<file path="src/rtl/health_disp_sched_if.sv">
// Display scheduler bus: measurement/alarm sources in, display word and status out.
interface health_disp_sched_if;
  logic [2:0]  req;
  logic [23:0] data0;
  logic [23:0] data1;
  logic [23:0] data2;
  logic        alarm_req;
  logic [23:0] alarm_data;
  logic [1:0]  grant;
  logic [23:0] disp_data;
  logic [5:0]  disp_blank;
  logic        disp_upd;
  logic        idle;

  // Source side: supplies requests and digit words, observes the display.
  modport master (
    output req, data0, data1, data2, alarm_req, alarm_data,
    input  grant, disp_data, disp_blank, disp_upd, idle
  );

  // Scheduler side.
  modport slave (
    input  req, data0, data1, data2, alarm_req, alarm_data,
    output grant, disp_data, disp_blank, disp_upd, idle
  );
endinterface

</file>
<file path="src/rtl/health_disp_sched.sv">
// Round-robin display scheduler for three measurement sources with a blinking
// alarm override. All outputs are registered; timers run off a 1 ms prescaler.
module health_disp_sched #(
  parameter int CNT_1MS  = 50000,
  parameter int DWELL_MS = 2000,
  parameter int BLINK_MS = 250
) (
  input logic                sys_clk,
  input logic                sys_rst,
  health_disp_sched_if.slave bus
);
  localparam int PRE_W  = $clog2(CNT_1MS + 1);
  localparam int MS_MAX = (DWELL_MS > BLINK_MS) ? DWELL_MS : BLINK_MS;
  localparam int MS_W   = $clog2(MS_MAX + 1);
  localparam logic [PRE_W-1:0] PRE_LAST   = PRE_W'(CNT_1MS - 1);
  localparam logic [MS_W-1:0]  DWELL_LAST = MS_W'(DWELL_MS - 1);
  localparam logic [MS_W-1:0]  BLINK_LAST = MS_W'(BLINK_MS - 1);
  localparam logic [23:0]      DASHES     = 24'hAAAAAA;

  typedef enum logic [1:0] {
    ST_IDLE  = 2'd0,
    ST_SHOW  = 2'd1,
    ST_ALARM = 2'd2
  } state_t;

  // Round-robin search starting after last_src; the last candidate is last_src
  // itself. Result is {found, source}.
  function automatic logic [2:0] rr_next(input logic [1:0] last_src, input logic [2:0] req_v);
    logic [1:0] cand;
    logic [2:0] res;
    res  = 3'b000;
    cand = last_src;
    for (int k = 0; k < 3; k++) begin
      cand = (cand == 2'd2) ? 2'd0 : cand + 2'd1;
      if ((res[2] == 1'b0) && req_v[cand]) begin
        res = {1'b1, cand};
      end else begin
        res = res;
      end
    end
    return res;
  endfunction

  // Digit word of a measurement source.
  function automatic logic [23:0] sel_data(input logic [1:0] src, input logic [23:0] d0,
                                           input logic [23:0] d1, input logic [23:0] d2);
    case (src)
      2'd0:    return d0;
      2'd1:    return d1;
      2'd2:    return d2;
      default: return DASHES;
    endcase
  endfunction

  state_t           state, nxt_state;
  logic [1:0]       cur_grant, nxt_grant, last, nxt_last, nxt_src;
  logic [PRE_W-1:0] pre, nxt_pre;
  logic [MS_W-1:0]  ms, nxt_ms, ms_last;
  logic [23:0]      cur_data, nxt_data;
  logic [5:0]       cur_blank, nxt_blank;
  logic             upd, nxt_upd, is_idle, nxt_idle;
  logic [2:0]       pick;
  logic             tick, dwell_exp, blink_exp, timer_clr;

  assign pick      = rr_next(last, bus.req);
  assign tick      = (pre == PRE_LAST);
  assign dwell_exp = tick && (ms == DWELL_LAST);
  assign blink_exp = tick && (ms == BLINK_LAST);
  assign ms_last   = (state == ST_ALARM) ? BLINK_LAST : DWELL_LAST;

  assign bus.grant      = cur_grant;
  assign bus.disp_data  = cur_data;
  assign bus.disp_blank = cur_blank;
  assign bus.disp_upd   = upd;
  assign bus.idle       = is_idle;

  // State, timer and output registers.
  always_ff @(posedge sys_clk or posedge sys_rst) begin
    if (sys_rst) begin
      state     <= ST_IDLE;
      cur_grant <= 2'd0;
      last      <= 2'd2;
      pre       <= '0;
      ms        <= '0;
      cur_data  <= DASHES;
      cur_blank <= 6'h00;
      upd       <= 1'b0;
      is_idle   <= 1'b1;
    end else begin
      state     <= nxt_state;
      cur_grant <= nxt_grant;
      last      <= nxt_last;
      pre       <= nxt_pre;
      ms        <= nxt_ms;
      cur_data  <= nxt_data;
      cur_blank <= nxt_blank;
      upd       <= nxt_upd;
      is_idle   <= nxt_idle;
    end
  end

  // Next state and next measurement source, alarm first, then drop, then dwell.
  always_comb begin
    nxt_state = state;
    nxt_src   = cur_grant;
    case (state)
      ST_IDLE: begin
        if (bus.alarm_req) begin
          nxt_state = ST_ALARM;
        end else if (pick[2]) begin
          nxt_state = ST_SHOW;
          nxt_src   = pick[1:0];
        end else begin
          nxt_state = ST_IDLE;
        end
      end
      ST_SHOW: begin
        if (bus.alarm_req) begin
          nxt_state = ST_ALARM;
        end else if (!bus.req[cur_grant]) begin
          nxt_state = pick[2] ? ST_SHOW : ST_IDLE;
          nxt_src   = pick[1:0];
        end else if (dwell_exp) begin
          nxt_src   = pick[1:0];
        end else begin
          nxt_state = ST_SHOW;
        end
      end
      ST_ALARM: begin
        if (!bus.alarm_req) begin
          nxt_state = pick[2] ? ST_SHOW : ST_IDLE;
          nxt_src   = pick[1:0];
        end else begin
          nxt_state = ST_ALARM;
        end
      end
      default: begin
        nxt_state = ST_IDLE;
      end
    endcase
  end

  // Next register values for outputs, pointer and timers.
  always_comb begin
    nxt_grant = 2'd0;
    nxt_last  = last;
    nxt_data  = DASHES;
    nxt_blank = 6'h00;
    case (nxt_state)
      ST_SHOW: begin
        nxt_grant = nxt_src;
        nxt_last  = nxt_src;
        nxt_data  = sel_data(nxt_src, bus.data0, bus.data1, bus.data2);
      end
      ST_ALARM: begin
        nxt_grant = 2'd3;
        nxt_data  = bus.alarm_data;
        if (state != ST_ALARM) begin
          nxt_blank = 6'h00;
        end else if (blink_exp) begin
          nxt_blank = ~cur_blank;
        end else begin
          nxt_blank = cur_blank;
        end
      end
      default: begin
        nxt_grant = 2'd0;
      end
    endcase
    nxt_idle  = (nxt_state == ST_IDLE);
    nxt_upd   = (nxt_grant != cur_grant) || (nxt_idle != is_idle);
    timer_clr = (nxt_state != state) || (nxt_grant != cur_grant);
    if (timer_clr) begin
      nxt_pre = '0;
      nxt_ms  = '0;
    end else if (tick) begin
      nxt_pre = '0;
      nxt_ms  = (ms == ms_last) ? '0 : ms + MS_W'(1);
    end else begin
      nxt_pre = pre + PRE_W'(1);
      nxt_ms  = ms;
    end
  end
endmodule

</file>
<file path="src/flat_wrapper.sv">
// flat-port wrapper written by rule: the top's interface ports become plain ports
module health_disp_sched_flat 
#(
  parameter int CNT_1MS  = 50000,
  parameter int DWELL_MS = 2000,
  parameter int BLINK_MS = 250
)
  (sys_clk, sys_rst, bus_req, bus_data0, bus_data1, bus_data2, bus_alarm_req, bus_alarm_data, bus_grant, bus_disp_data, bus_disp_blank, bus_disp_upd, bus_idle);
  health_disp_sched_if bus_i ();
  input logic sys_clk;
  input logic sys_rst;
  input wire logic [$bits(bus_i.req)-1:0] bus_req;
  input wire logic [$bits(bus_i.data0)-1:0] bus_data0;
  input wire logic [$bits(bus_i.data1)-1:0] bus_data1;
  input wire logic [$bits(bus_i.data2)-1:0] bus_data2;
  input wire logic [$bits(bus_i.alarm_req)-1:0] bus_alarm_req;
  input wire logic [$bits(bus_i.alarm_data)-1:0] bus_alarm_data;
  output wire logic [$bits(bus_i.grant)-1:0] bus_grant;
  output wire logic [$bits(bus_i.disp_data)-1:0] bus_disp_data;
  output wire logic [$bits(bus_i.disp_blank)-1:0] bus_disp_blank;
  output wire logic [$bits(bus_i.disp_upd)-1:0] bus_disp_upd;
  output wire logic [$bits(bus_i.idle)-1:0] bus_idle;
  assign bus_i.req = bus_req;
  assign bus_i.data0 = bus_data0;
  assign bus_i.data1 = bus_data1;
  assign bus_i.data2 = bus_data2;
  assign bus_i.alarm_req = bus_alarm_req;
  assign bus_i.alarm_data = bus_alarm_data;
  assign bus_grant = bus_i.grant;
  assign bus_disp_data = bus_i.disp_data;
  assign bus_disp_blank = bus_i.disp_blank;
  assign bus_disp_upd = bus_i.disp_upd;
  assign bus_idle = bus_i.idle;
  health_disp_sched #(.CNT_1MS(CNT_1MS), .DWELL_MS(DWELL_MS), .BLINK_MS(BLINK_MS)) u_core (.sys_clk(sys_clk), .sys_rst(sys_rst), .bus(bus_i));
endmodule
</file>
<file path="config.mk">
export PLATFORM = sky130hd
export DESIGN_NAME = health_disp_sched_flat
export DESIGN_NICKNAME = d
export VERILOG_FILES = /design/src/rtl/health_disp_sched_if.sv /design/src/rtl/health_disp_sched.sv /design/src/flat_wrapper.sv
export SDC_FILE = /design/constraint.sdc
export NUM_CORES = 1
export LEC_CHECK = 0
export ABC_AREA = 0
export CAP_MARGIN = 10
export CORE_MARGIN = 2
export CORE_UTILIZATION = 47
export CTS_BUF_LIST = sky130_fd_sc_hd__clkbuf_8
export CTS_CLUSTER_DIAMETER = 80
export DETAILED_ROUTE_END_ITERATION = 8
export PLACE_DENSITY = 0.84
export REMOVE_ABC_BUFFERS = 1
export SYNTH_ARGS = -nofsm -noshare
export SYNTH_HDL_FRONTEND = slang
export SYNTH_SLANG_ARGS = --single-unit
export TNS_END_PERCENT = 1
</file>
<file path="constraint.sdc">
create_clock -name sys_clk -period 3 [get_ports sys_clk]
set_input_delay 0.3 -clock sys_clk [delete_from_list [all_inputs] [get_ports sys_clk]]
set_output_delay 0.3 -clock sys_clk [all_outputs]
set_load 0.01 [all_outputs]
</file>
* Word level (Yosys, flattened, before mapping)
Cells that the tools add are included.
W data, S select, Z words.
** Operators by class
- Bitwise operators :: 3
- Multiplexer cells :: 39
- Add/subtract/negate cells :: 5
- Eq/ne operators :: 18
- $lt $le $gt $ge :: 4
- Reductions and logical operators :: 11
** Operator list (number)
- $pmux W24 S3 :: 1
- $pmux W24 S2 :: 1
- $mux W11 :: 4
- $mux W16 :: 2
- $mux W2 :: 13
- $mux W6 :: 3
- $add A16 B1 Y16 const B :: 1
- $eq A16 B16 Y1 const B :: 1
- $eq A2 B2 Y1 const B :: 6
- $lt A2 B3 Y1 const B :: 4
- $add A11 B1 Y11 const B :: 1
- $eq A11 B11 Y1 :: 1
- $eq A11 B11 Y1 const B :: 1
- $eq A11 B8 Y1 const B :: 1
- $mux W3 :: 3
- $bmux W1 S2 :: 4
- $pmux W2 S2 :: 2
- $add A2 B1 Y2 const B :: 3
- $eq A2 B1 Y1 const B :: 3
- $logic_not A2 Y1 :: 3
- $not A6 Y6 :: 1
- $pmux W2 S3 :: 1
- $mux W1 :: 5
- $logic_and A1 B1 Y1 :: 4
- other kinds (8) :: 11
** Storage, ports and cells
- Register bits after elaboration :: 65
- Logic and storage cells :: 89
- Output and inout bits :: 34

* Longest topological paths before layout
Gate-level depths: netlist (run 1).
- Word-level depth :: 20
- Depth in mapped cells :: 12
- Mapped depth without buffers :: 9

* Worst setup path after synthesis (run 1)
No wires, ideal clock.
- Kind :: register to register
- From :: register u_core.state[0]
- To :: register u_core.ms[3]
- Arrival time :: 2542 ps
- Required time :: 2883 ps
- Path slack :: 341 ps
- Stages on the path, launching flop included :: 12
- Setup time :: 117 ps
- Cell sequence :: dfrtp_1 -> clkbuf_1 -> a21oi_1 -> nand2_1 -> ha_1 -> clkbuf_1 -> nand2_1 -> or4_1 -> o211a_1 -> o21ai_4 -> buf_4 -> nor2_1
** Between the ends
- Word-level cells in the longest chain between the ends :: 9
** RTL lines
- from (decl) :: line health_disp_sched.sv:55 : state_t state, nxt_state;
- from (signal assigned) :: line health_disp_sched.sv:90 : state <= nxt_state;
- $mux W2 :: line health_disp_sched.sv:123 : end else if (dwell_exp) begin
- $mux W2 :: line health_disp_sched.sv:120 : end else if (!bus.req[cur_grant]) begin
- $mux W2 :: line health_disp_sched.sv:118 : if (bus.alarm_req) begin
- $pmux W2 S2 :: line health_disp_sched.sv:106 : case (state)
- $eq A2 B2 Y1 / $eq A2 B1 Y1 (equally long branches) :: line health_disp_sched.sv:149 : case (nxt_state)
- $pmux W2 S2 :: line health_disp_sched.sv:149
- $ne A2 B2 Y1 :: line health_disp_sched.sv:172 : timer_clr = (nxt_state != state) || (nxt_grant != cur_grant);
- $logic_or A1 B1 Y1 :: line health_disp_sched.sv:172
- $mux W11 / $reduce_bool A2 Y1 (equally long branches)
- to (signal assigned) :: line health_disp_sched.sv:94 : ms <= nxt_ms;
- to (decl) :: line health_disp_sched.sv:58 : logic [MS_W-1:0] ms, nxt_ms, ms_last;
Several ways; a longest one is shown, not always the timed one. The select of a mux whose other input is x is not followed.
A chain may end at the register's enable or synchronous reset.

* Final worst setup path (run 1)
- From :: register u_core.ms[4]
- To :: register u_core.pre[15]
** Between the ends
- Word-level cells in the longest chain between the ends :: 11
** RTL lines
- $eq A11 B11 Y1 (*) :: line health_disp_sched.sv:67 : assign dwell_exp = tick && (ms == DWELL_LAST);
- $logic_and A1 B1 Y1 (*) :: line health_disp_sched.sv:67
- $mux W2 :: line health_disp_sched.sv:123
- $mux W2 :: line health_disp_sched.sv:120
- $mux W2 :: line health_disp_sched.sv:118
- $pmux W2 S2 :: line health_disp_sched.sv:106
- $eq A2 B2 Y1 / $eq A2 B1 Y1 (equally long branches) :: line health_disp_sched.sv:149
- $pmux W2 S2 :: line health_disp_sched.sv:149
- $ne A2 B2 Y1 :: line health_disp_sched.sv:172
- $logic_or A1 B1 Y1 (*) :: line health_disp_sched.sv:172
- $mux W16 (*) :: line health_disp_sched.sv:173 : if (timer_clr) begin
- named net u_core.nxt_pre[15] :: line health_disp_sched.sv:57 : logic [PRE_W-1:0] pre, nxt_pre;
- to (signal assigned) :: line health_disp_sched.sv:93 : pre <= nxt_pre;
- to (decl) :: line health_disp_sched.sv:57
Mark *: on every way through the listed nets, which the timed path passes. The rest lies on a longest branch.

==> results of run 1 <==
## kinds of logic after synthesis
logic type	share of synthesized area [%]
compound gates	13.6
xor+xnor	7.45
fa+ha+maj	1.99
buf+inv	4.62
flops	43.7
mux	7.45
simple gates	21.2
## where the power goes
group	internal (mW)	total [mW]	switching (mW)
clock network	0.426	0.771	0.345
logic	0.369	0.695	0.325
registers	0.964	1.00	0.0412
## registers in the layout (all words and copies together) (netlist names)
register / count
u_core.bus.disp_blank: 6
u_core.bus.disp_data: 24
u_core.bus.disp_upd: 1
u_core.bus.grant: 2
u_core.bus.idle: 1
u_core.last: 2
u_core.ms: 11
u_core.pre: 16
u_core.state: 2
## layout make-up
type | instances | area, um^2 | area share, %
Multi-Input combinational cell | 293 | 1950 | 35.4
Clock buffer | 11 | 151 | 2.75
Sequential cell | 65 | 1640 | 29.9
Clock inverter | 5 | 53.8 | 0.978
Inverter | 21 | 78.8 | 1.43
Timing Repair Buffer | 151 | 1500 | 27.2
Tap cell | 102 | 128 | 2.32
## synth_stat cells, types with 2 or more instances
cell type,count
nand4_1,3
clkbuf_1,14
nor2b_1,3
nand3_1,21
xor2_1,9
nor3_1,11
a21boi_0,13
o31ai_1,3
dfstp_2,14
nor2_1,47
nand2b_1,3
or3_1,3
o21ai_0,4
o211ai_1,3
inv_1,21
o221ai_1,24
dfrtp_1,51
mux2i_1,24
xnor2_1,23
o21a_1,2
ha_1,6
nor4b_1,4
buf_4,3
nor4_1,2
nand2_1,50
and2_1,2
and3_1,8
a21oi_1,2
nor3b_1,2
## per-layer routing
| metal | track usage (%) | up-vias | part of all wire, % |
|---|---|---|---|
| met3 | 7.33 | 24 | 7.2 |
| li1 | - | 1686 | - |
| met5 | 0 | - | 0 |
| met1 | 28.7 | 1642 | 39 |
| met4 | 8.21 | 0 | 2.1 |
| met2 | 44.4 | 136 | 52 |
## metrics by stage
step           instance area (um^2)  setup TNS [ns]  util [%]  hold slack [ns]
3_5_place_dp                   5290           -1.19      68.5            0.527
4_1_cts                        5500               0      71.1            0.402
3_3_place_gp                   5290               0      68.5            0.521
5_1_grt                        5500               0      71.2            0.448
2_1_floorplan                  3670           -5.32         -            0.423
6_report                       5500               0      71.2            0.374
## repair_timing
action,in CTS,in global routing
gates resized for setup,0,1
endpoints found under the setup margin,0,8
hold buffers,0,0
## worst min-delay path by stage
| stage | slack (ns) | to |
|---|---|---|
| finish | 0.37 | u_core.bus.disp_blank[4] |
| global route | 0.45 | u_core.bus.disp_blank[5] |
| CTS | 0.40 | u_core.bus.disp_blank[4] |
| floorplan | 0.42 | u_core.bus.disp_data[0] |
| global placement | 0.52 | u_core.pre[0] |
| detailed placement | 0.53 | u_core.pre[0] |
==> results.txt, run 1 <==
Slew HR -> 49.7%
H-tree levels -> 3
DP HPWL -> 7610 um
R2R Setup Slk -> 0.18 ns
Critical path cell sequence -> or3b_1 -> or3_4 -> o21a_1 -> mux2i_2 -> o31ai_1 -> o21ai_4 -> nor2_1
Commonest non-fill, non-tap cell in the layout -> clkdlybuf4s50_1
Placed insts -> 632
Die footprint -> 8740 um^2
Final Skew -> 0.0162 ns
Critical R2R Launch -> u_core.ms[4]
Seq cells post-synth -> 65
Clock slew at reported path FFs -> 0.07 ns
Fraction of layout cells with a size suffix above 1 -> 10.6%
Largest net degree at the start of global routing -> 34
Postcts setup bufs -> 0
Setup Viol. Count Final -> 0
Most frequent cells in the layout -> clkdlybuf4s50_1 (135), dfrtp_1 (51), nand2_1 (50)
Core box area -> 7730 um^2
Slew @ Worst Pin -> 0.752 ns
Grt ovf -> 0
Chip height -> 93.5 um
Stages on the worst setup path -> 7
Clk buf depth -> 2
F_max -> 354 MHz
Required @ worst endpoint -> 3.19 ns
CP endpoint -> u_core.pre[15]
Via count -> 3488
Final min period -> 2.82 ns
DR vias/cell -> 5.38
Top post-synthesis cells by area -> dfrtp_1 (34%), dfstp_2 (9.8%), mux2i_1 (6.4%)
Rows -> 32
Final ANT Viol Nets -> 0
Pwr Total -> 2.47 mW
Number of inserted diodes -> 0
Number of enable flip-flop cells after synthesis -> 0
Worst skew pair latency -> 0.35 ns
Setup ws final -> 0.176 ns
Synth top area share -> 33.9%
Max-slew violations -> 0
Ports -> 136
PwrDens -> 449 nW/um^2
CTS Buf Count -> 9
Final WL -> 10300 um
CTS tree -> yes
Syn. warnings -> 0
Cells after Synth -> 399
Peak supply drop -> 0.265 mV
Sequential fraction of the synthesis area -> 43.7%
TritonRoute pass-1 iters -> 7
Slowest-stage cell, CP -> o21ai_4
Synth Cell Area -> 3760 um^2
Hold WC Path Type -> input pin to asynchronous set/reset pin
Async SR Flop Fraction -> 100%
Worst R2R End -> u_core.pre[15]
CP Launch Point -> u_core.ms[4]
Worst setup SP type -> flip-flop
Final hold viol count -> 0
Die width -> 93.5 um
CTS root buf -> clkbuf_8
Avg Inst Size Synth -> 9.43 um^2
Synth area leader -> dfrtp_1
CP Capture Type -> flip-flop
Period utilization -> 94.1%
CP Max Fanout -> 28
CTS sink cnt -> 65
Bufs and invs on worst path -> 0
Fillers -> 563
Reg2reg path depth -> 7
Crit path DAT -> 3.01 ns
Starting Density -> 48.7%
Vias in the first global route -> 3592
Max-cap violations -> 0
First-pass GRT wire length -> 17100 um
Final std cells w/o fill -> 648
Max incr delay on CP -> 0.63 ns
IO Port Bufs -> 135
Static Leak -> 2.39 nW
Initial antenna violation count -> 0
GP Congestion -> 0.888
Remaining DRCs -> 0
Status -> finished clean
Crit Path Category -> flip-flop to flip-flop
RSZ-0062 raised after global routing -> false
Drt initial violations -> 163
Tot GR Track Use -> 25.0%
Worst slack, placed -> -0.0796 ns
Dominant synthesized flop cell -> dfrtp_1
Cell variety after synth -> 53
Area Growth Syn to Fin -> 46.2%
CP delay by family, top -> compound AO/OA/AOI/OAI gates
DR WL/cell -> 16.0 um
Nets -> 649
Power figures use the tool's default switching activity.
==> inputs of run 2 (changes only) <==
- CORE_MARGIN: 2 -> 8
==> results.txt, run 2 (synthesis results as in run 1) <==
RSZ-0062 raised after global routing -> false (unchanged)
Fraction of layout cells with a size suffix above 1 -> 10.6% (about the same)
Number of inserted diodes -> 0 (unchanged)
Starting Density -> 48.7% (unchanged)
Final hold viol count -> 0 (unchanged)
Initial antenna violation count -> 0 (unchanged)
CTS tree -> yes (unchanged)
Via count -> 3553 (was 3488)
DP HPWL -> 8680 um (was 7610 um)
Required @ worst endpoint -> 3.25 ns (was 3.19 ns)
H-tree levels -> 3 (unchanged)
Worst slack, placed -> -0.0210 ns (was -0.0796 ns)
Die width -> 105 um (was 93.5 um)
Worst R2R End -> u_core.pre[7] (was u_core.pre[15])
IO Port Bufs -> 135 (unchanged)
Final min period -> 2.85 ns (was 2.82 ns)
CP Capture Type -> flip-flop (unchanged)
Nets -> 650 (was 649)
Crit path DAT -> 3.09 ns (was 3.01 ns)
Pint -> 1.84 mW (was 1.76 mW)
Core box area -> 7730 um^2 (unchanged)
Tot GR Track Use -> 20.9% (was 25.0%)
Pwr Total -> 2.56 mW (was 2.47 mW)
Final Skew -> 0.0108 ns (was 0.0162 ns)
DR vias/cell -> 5.47 (was 5.38)
Hold WC Path Type -> input pin to asynchronous set/reset pin (unchanged)
Status -> finished clean (unchanged)
Fillers -> 550 (was 563)
R2R Setup Slk -> 0.15 ns (was 0.18 ns)
Clock slew at reported path FFs -> 0.08 ns (was 0.07 ns)
Max-slew violations -> 0 (unchanged)
Clk buf depth -> 2 (unchanged)
Drt initial violations -> 144 (was 163)
First-pass GRT wire length -> 18900 um (was 17100 um)
Setup ws final -> 0.153 ns (was 0.176 ns)
Worst setup SP type -> flip-flop (unchanged)
PwrDens -> 463 nW/um^2 (was 449 nW/um^2)
Crit Path Category -> flip-flop to flip-flop (unchanged)
CTS sink cnt -> 65 (unchanged)
Remaining DRCs -> 0 (unchanged)
CTS Buf Count -> 9 (unchanged)
Setup Viol. Count Final -> 0 (unchanged)
Combinational Power Share -> 27.3% (was 28.1%)
Critical R2R Launch -> u_core.ms[4] (unchanged)
Chip height -> 105 um (was 93.5 um)
Postcts setup bufs -> 0 (unchanged)
Vias in the first global route -> 3894 (was 3592)
Sw Ratio -> 27.9% (was 28.8%)
Most frequent cells in the layout -> clkdlybuf4s50_1 (135), dfrtp_1 (51), nand2_1 (50) (unchanged)
Slew @ Worst Pin -> 0.764 ns (was 0.752 ns)
Reg2reg path depth -> 7 (unchanged)
F_max -> 351 MHz (was 354 MHz)
Grt ovf -> 0 (unchanged)
Peak supply drop -> 0.274 mV (was 0.265 mV)
Ports -> 136 (unchanged)
Max-cap violations -> 0 (unchanged)
CP Max Fanout -> 28 (unchanged)
Static Leak -> 2.40 nW (was 2.39 nW)
Switch Pwr -> 0.713 mW (was 0.711 mW)
Slew HR -> 48.9% (was 49.7%)
Worst skew pair latency -> 0.35 ns (about the same)
Final WL -> 11300 um (was 10300 um)
Final ANT Viol Nets -> 0 (unchanged)
Seq pwr share -> 39.2% (was 40.7%)
Commonest non-fill, non-tap cell in the layout -> clkdlybuf4s50_1 (unchanged)
Rows -> 32 (unchanged)
Largest net degree at the start of global routing -> 29 (was 34)
Clock power share -> 33.5% (was 31.2%)
Area Growth Syn to Fin -> 46.7% (was 46.2%)
TritonRoute pass-1 iters -> 4 (was 7)
CTS root buf -> clkbuf_8 (unchanged)
Die footprint -> 11100 um^2 (was 8740 um^2)
Period utilization -> 94.9% (was 94.1%)
DR WL/cell -> 17.5 um (was 16.0 um)
GP Congestion -> 0.911 (was 0.888)
Max reg flops -> 24 (unchanged)
==> run 2: what timing repair did <==
action                                 4_1_cts  5_1_grt
setup endpoints to repair                    0        3
endpoints found under the hold margin        0        0
hold buffers                                 0        0
gates resized for setup                      0        1
==> run 2: critical path, stage by stage, from the launching register on <==
cell and delay [ns]:
dfrtp_1 0.43, or3b_1 0.41, or3_4 0.42, o21a_1 0.23, mux2_4 0.38, a311oi_4 0.34
o21ai_4 0.26, nor3_1 0.27
==> run 2: power groups by stage <==
stage / Clock (mW) / Sequential, mW / Combinational [mW]
floorplan: 0 / 1.04 / 0.298
global route: 0.906 / 1.01 / 0.749
detailed placement: 0 / 1.02 / 0.696
finish: 0.857 / 1.00 / 0.697
global placement: 0 / 1.01 / 0.683
CTS: 0.866 / 1.00 / 0.701
==> run 2: area by class of cell <==
cell class	count	area, um^2	area share [%]
inverter	21	78.8	1.43
clock inverter	5	78.8	1.43
clock buffer	11	151	2.74
multi-input combinational	293	1950	35.3
timing repair buffer	152	1490	27.0
sequential	65	1640	29.8
tap	102	128	2.31
==> run 2: layer usage <==
layer  part of all wire, %  global-route usage (%)  routed length [um]
met1                    39                    22.9                4380
met2                    52                    36.4                5920
met3                   7.3                    7.80                 830
met4                   1.9                    6.83                 218
met5                     0                       0                   0
==> run 2: worst max path at each step <==
| stage | end | cells after the start | startpoint |
|---|---|---|---|
| after floorplan | u_core.ms[0] | 8 | u_core.pre[0] |
| after global placement | u_core.pre[4] | 8 | bus_req[1] |
| after detailed placement | u_core.pre[10] | 9 | bus_req[1] |
| after CTS | u_core.bus.disp_data[6] | 7 | u_core.ms[4] |
| after global routing | u_core.bus.disp_data[21] | 7 | u_core.ms[4] |
| final | u_core.pre[7] | 7 | u_core.ms[4] |
==> run 2: stage by stage <==
step	cell area (um^2)	cells	hold slack, ns	TNS (ns)	util [%]
floorplan	3670	379	0.423	-5.32	-
global placement	5290	633	0.523	0	68.4
detailed placement	5290	633	0.532	-0.0597	68.4
CTS	5520	649	0.272	0	71.4
global route	5520	649	0.298	0	71.5
finish	5520	649	0.261	0	71.5
==> patch (flow settings as in run 2) <==
The 3 states of `state_t` get a one-hot encoding in 3 bits.
--- a/src/rtl/health_disp_sched.sv
+++ b/src/rtl/health_disp_sched.sv
@@ -17,10 +17,10 @@
   localparam logic [MS_W-1:0]  BLINK_LAST = MS_W'(BLINK_MS - 1);
   localparam logic [23:0]      DASHES     = 24'hAAAAAA;
 
-  typedef enum logic [1:0] {
-    ST_IDLE  = 2'd0,
-    ST_SHOW  = 2'd1,
-    ST_ALARM = 2'd2
+  typedef enum logic [2:0] {
+    ST_IDLE  = 3'b001,
+    ST_SHOW  = 3'b010,
+    ST_ALARM = 3'b100
   } state_t;
 
   // Round-robin search starting after last_src; the last candidate is last_src
Behaviour: same outputs for any inputs over 10 cycles, from zero or initial values and one cycle with sys_rst high; not proved beyond that.
==> patch against run 2 <==
- hold slack improved by 0.096 ns
- first-iteration DRC count increased by 10%
- worst setup slack gained 0.086 ns
- synthesized area increased by 0.17%
- final area is 1.1% lower
- sequential cell count increased by 1
- utilization fell by 1.1 points
- fmax grew 3.1%
- synthesized cell count decreased by 2.5%
- wire length fell by 0.58%
- global-route usage fell by 0.22 points
- largest cell class unchanged
Power is not compared: it rests on default switching activity, and its combinational part moved more than twofold at a synthesized area within 25%.
==> patch: results (changes against run 2) <==
Synthesis
  – #FFs+latches synth: 66 (+1.5%)
  – Synth area leaders: dfrtp_1 (34%), dfstp_2 (10%), o21ai_0 (3.6%)
  – Mean Syn Cell Area: 9.69 um2 (+2.7%)
  – Synth top cells by count: dfrtp_1 (51), nor2_1 (28), o21ai_0 (27)
  – Seq/Total Area, Yosys: 44.3% (+0.62 points)

GRT
  – Largest net degree at the start of global routing: 39 (+34%)
  – Overall Global Routing Usage: 20.6% (-0.22 points)
  – Number of global-route vias before repair: 3882 (-0.31%)
  – Met1 Use GR: 23.3% (+0.44 points)

Placed design
  – DPL Wire Length: 8610 um (-0.81%)

Routing
  – Wl on met1: 4380 um (+0.16%)
  – 1st-iter DRT viols: 159 (+10%)
  – Met2 routed WL: 5640 um (-4.7%)
  – WL met3: 973 um (+17%)
  – WL final: 11300 um (-0.58%)
  – Router iterations before antenna repair: 5 (+1)

Layout
  – Layout fillers: 598 (+8.7%)
  – Non-CTS buffers: 148 (-2.6%)
  – Area of the multi-input gates: 1970 um2 (+0.90%)
  – Fraction of area in registers: 30.6% (+0.81 points)
  – Nets: 628 (-3.4%)
  – Clock-cell share: 3.73% (-0.44 points)
  – NonClk Buf Share: 27.0% (about the same)
  – Layout cells sized above 1: 13.3% (+2.7 points)

STA
  – Clk_skew: 0.0114 ns (+0.000577 ns)
  – Least-Margin Pin Slew: 0.633 ns (-0.130 ns)

Outcome
  – Status: finished clean
-- patch: cell families (layout without fill, tap and decap cells) --
family / Yosys count / after routing / share of synthesized area (%)
DFF: 66 / 66 / 44.3
and+or+nand+nor: 144 / 144 / 21.8
muxes: 13 / 13 / 3.45
AOI/OAI and AO/OA: 104 / 104 / 19.1
buffers and inverters: 30 / 169 / 3.62
adders and majority gates: 3 / 3 / 0.996
xor gates and xnor gates: 29 / 29 / 6.74
-- patch: worst max-delay path: stages (launching register included) --
cell and delay [ns]:
dfrtp_1 0.45, ha_1 0.20, nand3_1 0.16, or4_1 0.55, o211a_1 0.29, o21ai_1 0.18, nand2_1 0.33, a32oi_1 0.33
o21ai_0 0.12
-- patch: path summary, 6_finish.rpt --
| kind | to | slack, ns | cells past startpoint |
|---|---|---|---|
| setup / recovery | u_core.bus.disp_data[22] | 0.24 | 8 |
| hold / removal | u_core.bus.disp_data[16] | 0.36 | 2 |
| setup reg to reg | u_core.bus.disp_data[22] | 0.24 | 8 |
| hold reg to reg | u_core.pre[0] | 0.48 | 1 |
| max in group asynchronous | u_core.bus.idle | 1.99 | 3 |
| min in group sys_clk | u_core.pre[0] | 0.48 | 1 |
-- patch: stage by stage --
step           instances  util [%]  setup slack (ns)  hold slack, ns  total power, mW
3_5_place_dp         614      67.7             0.277           0.465             3.24
6_report             630      70.3             0.239           0.357             4.00
3_3_place_gp         614      67.7             0.385           0.459             3.19
2_1_floorplan        364         -            -0.926           0.365             2.35
5_1_grt              630      70.3             0.101           0.415             4.26
4_1_cts              630      70.3             0.292           0.364             4.02
-- patch: power by group --
group	switching (mW)	internal (mW)	total (mW)
registers	0.111	1.15	1.26
logic	1.08	0.897	1.98
clock network	0.343	0.424	0.767
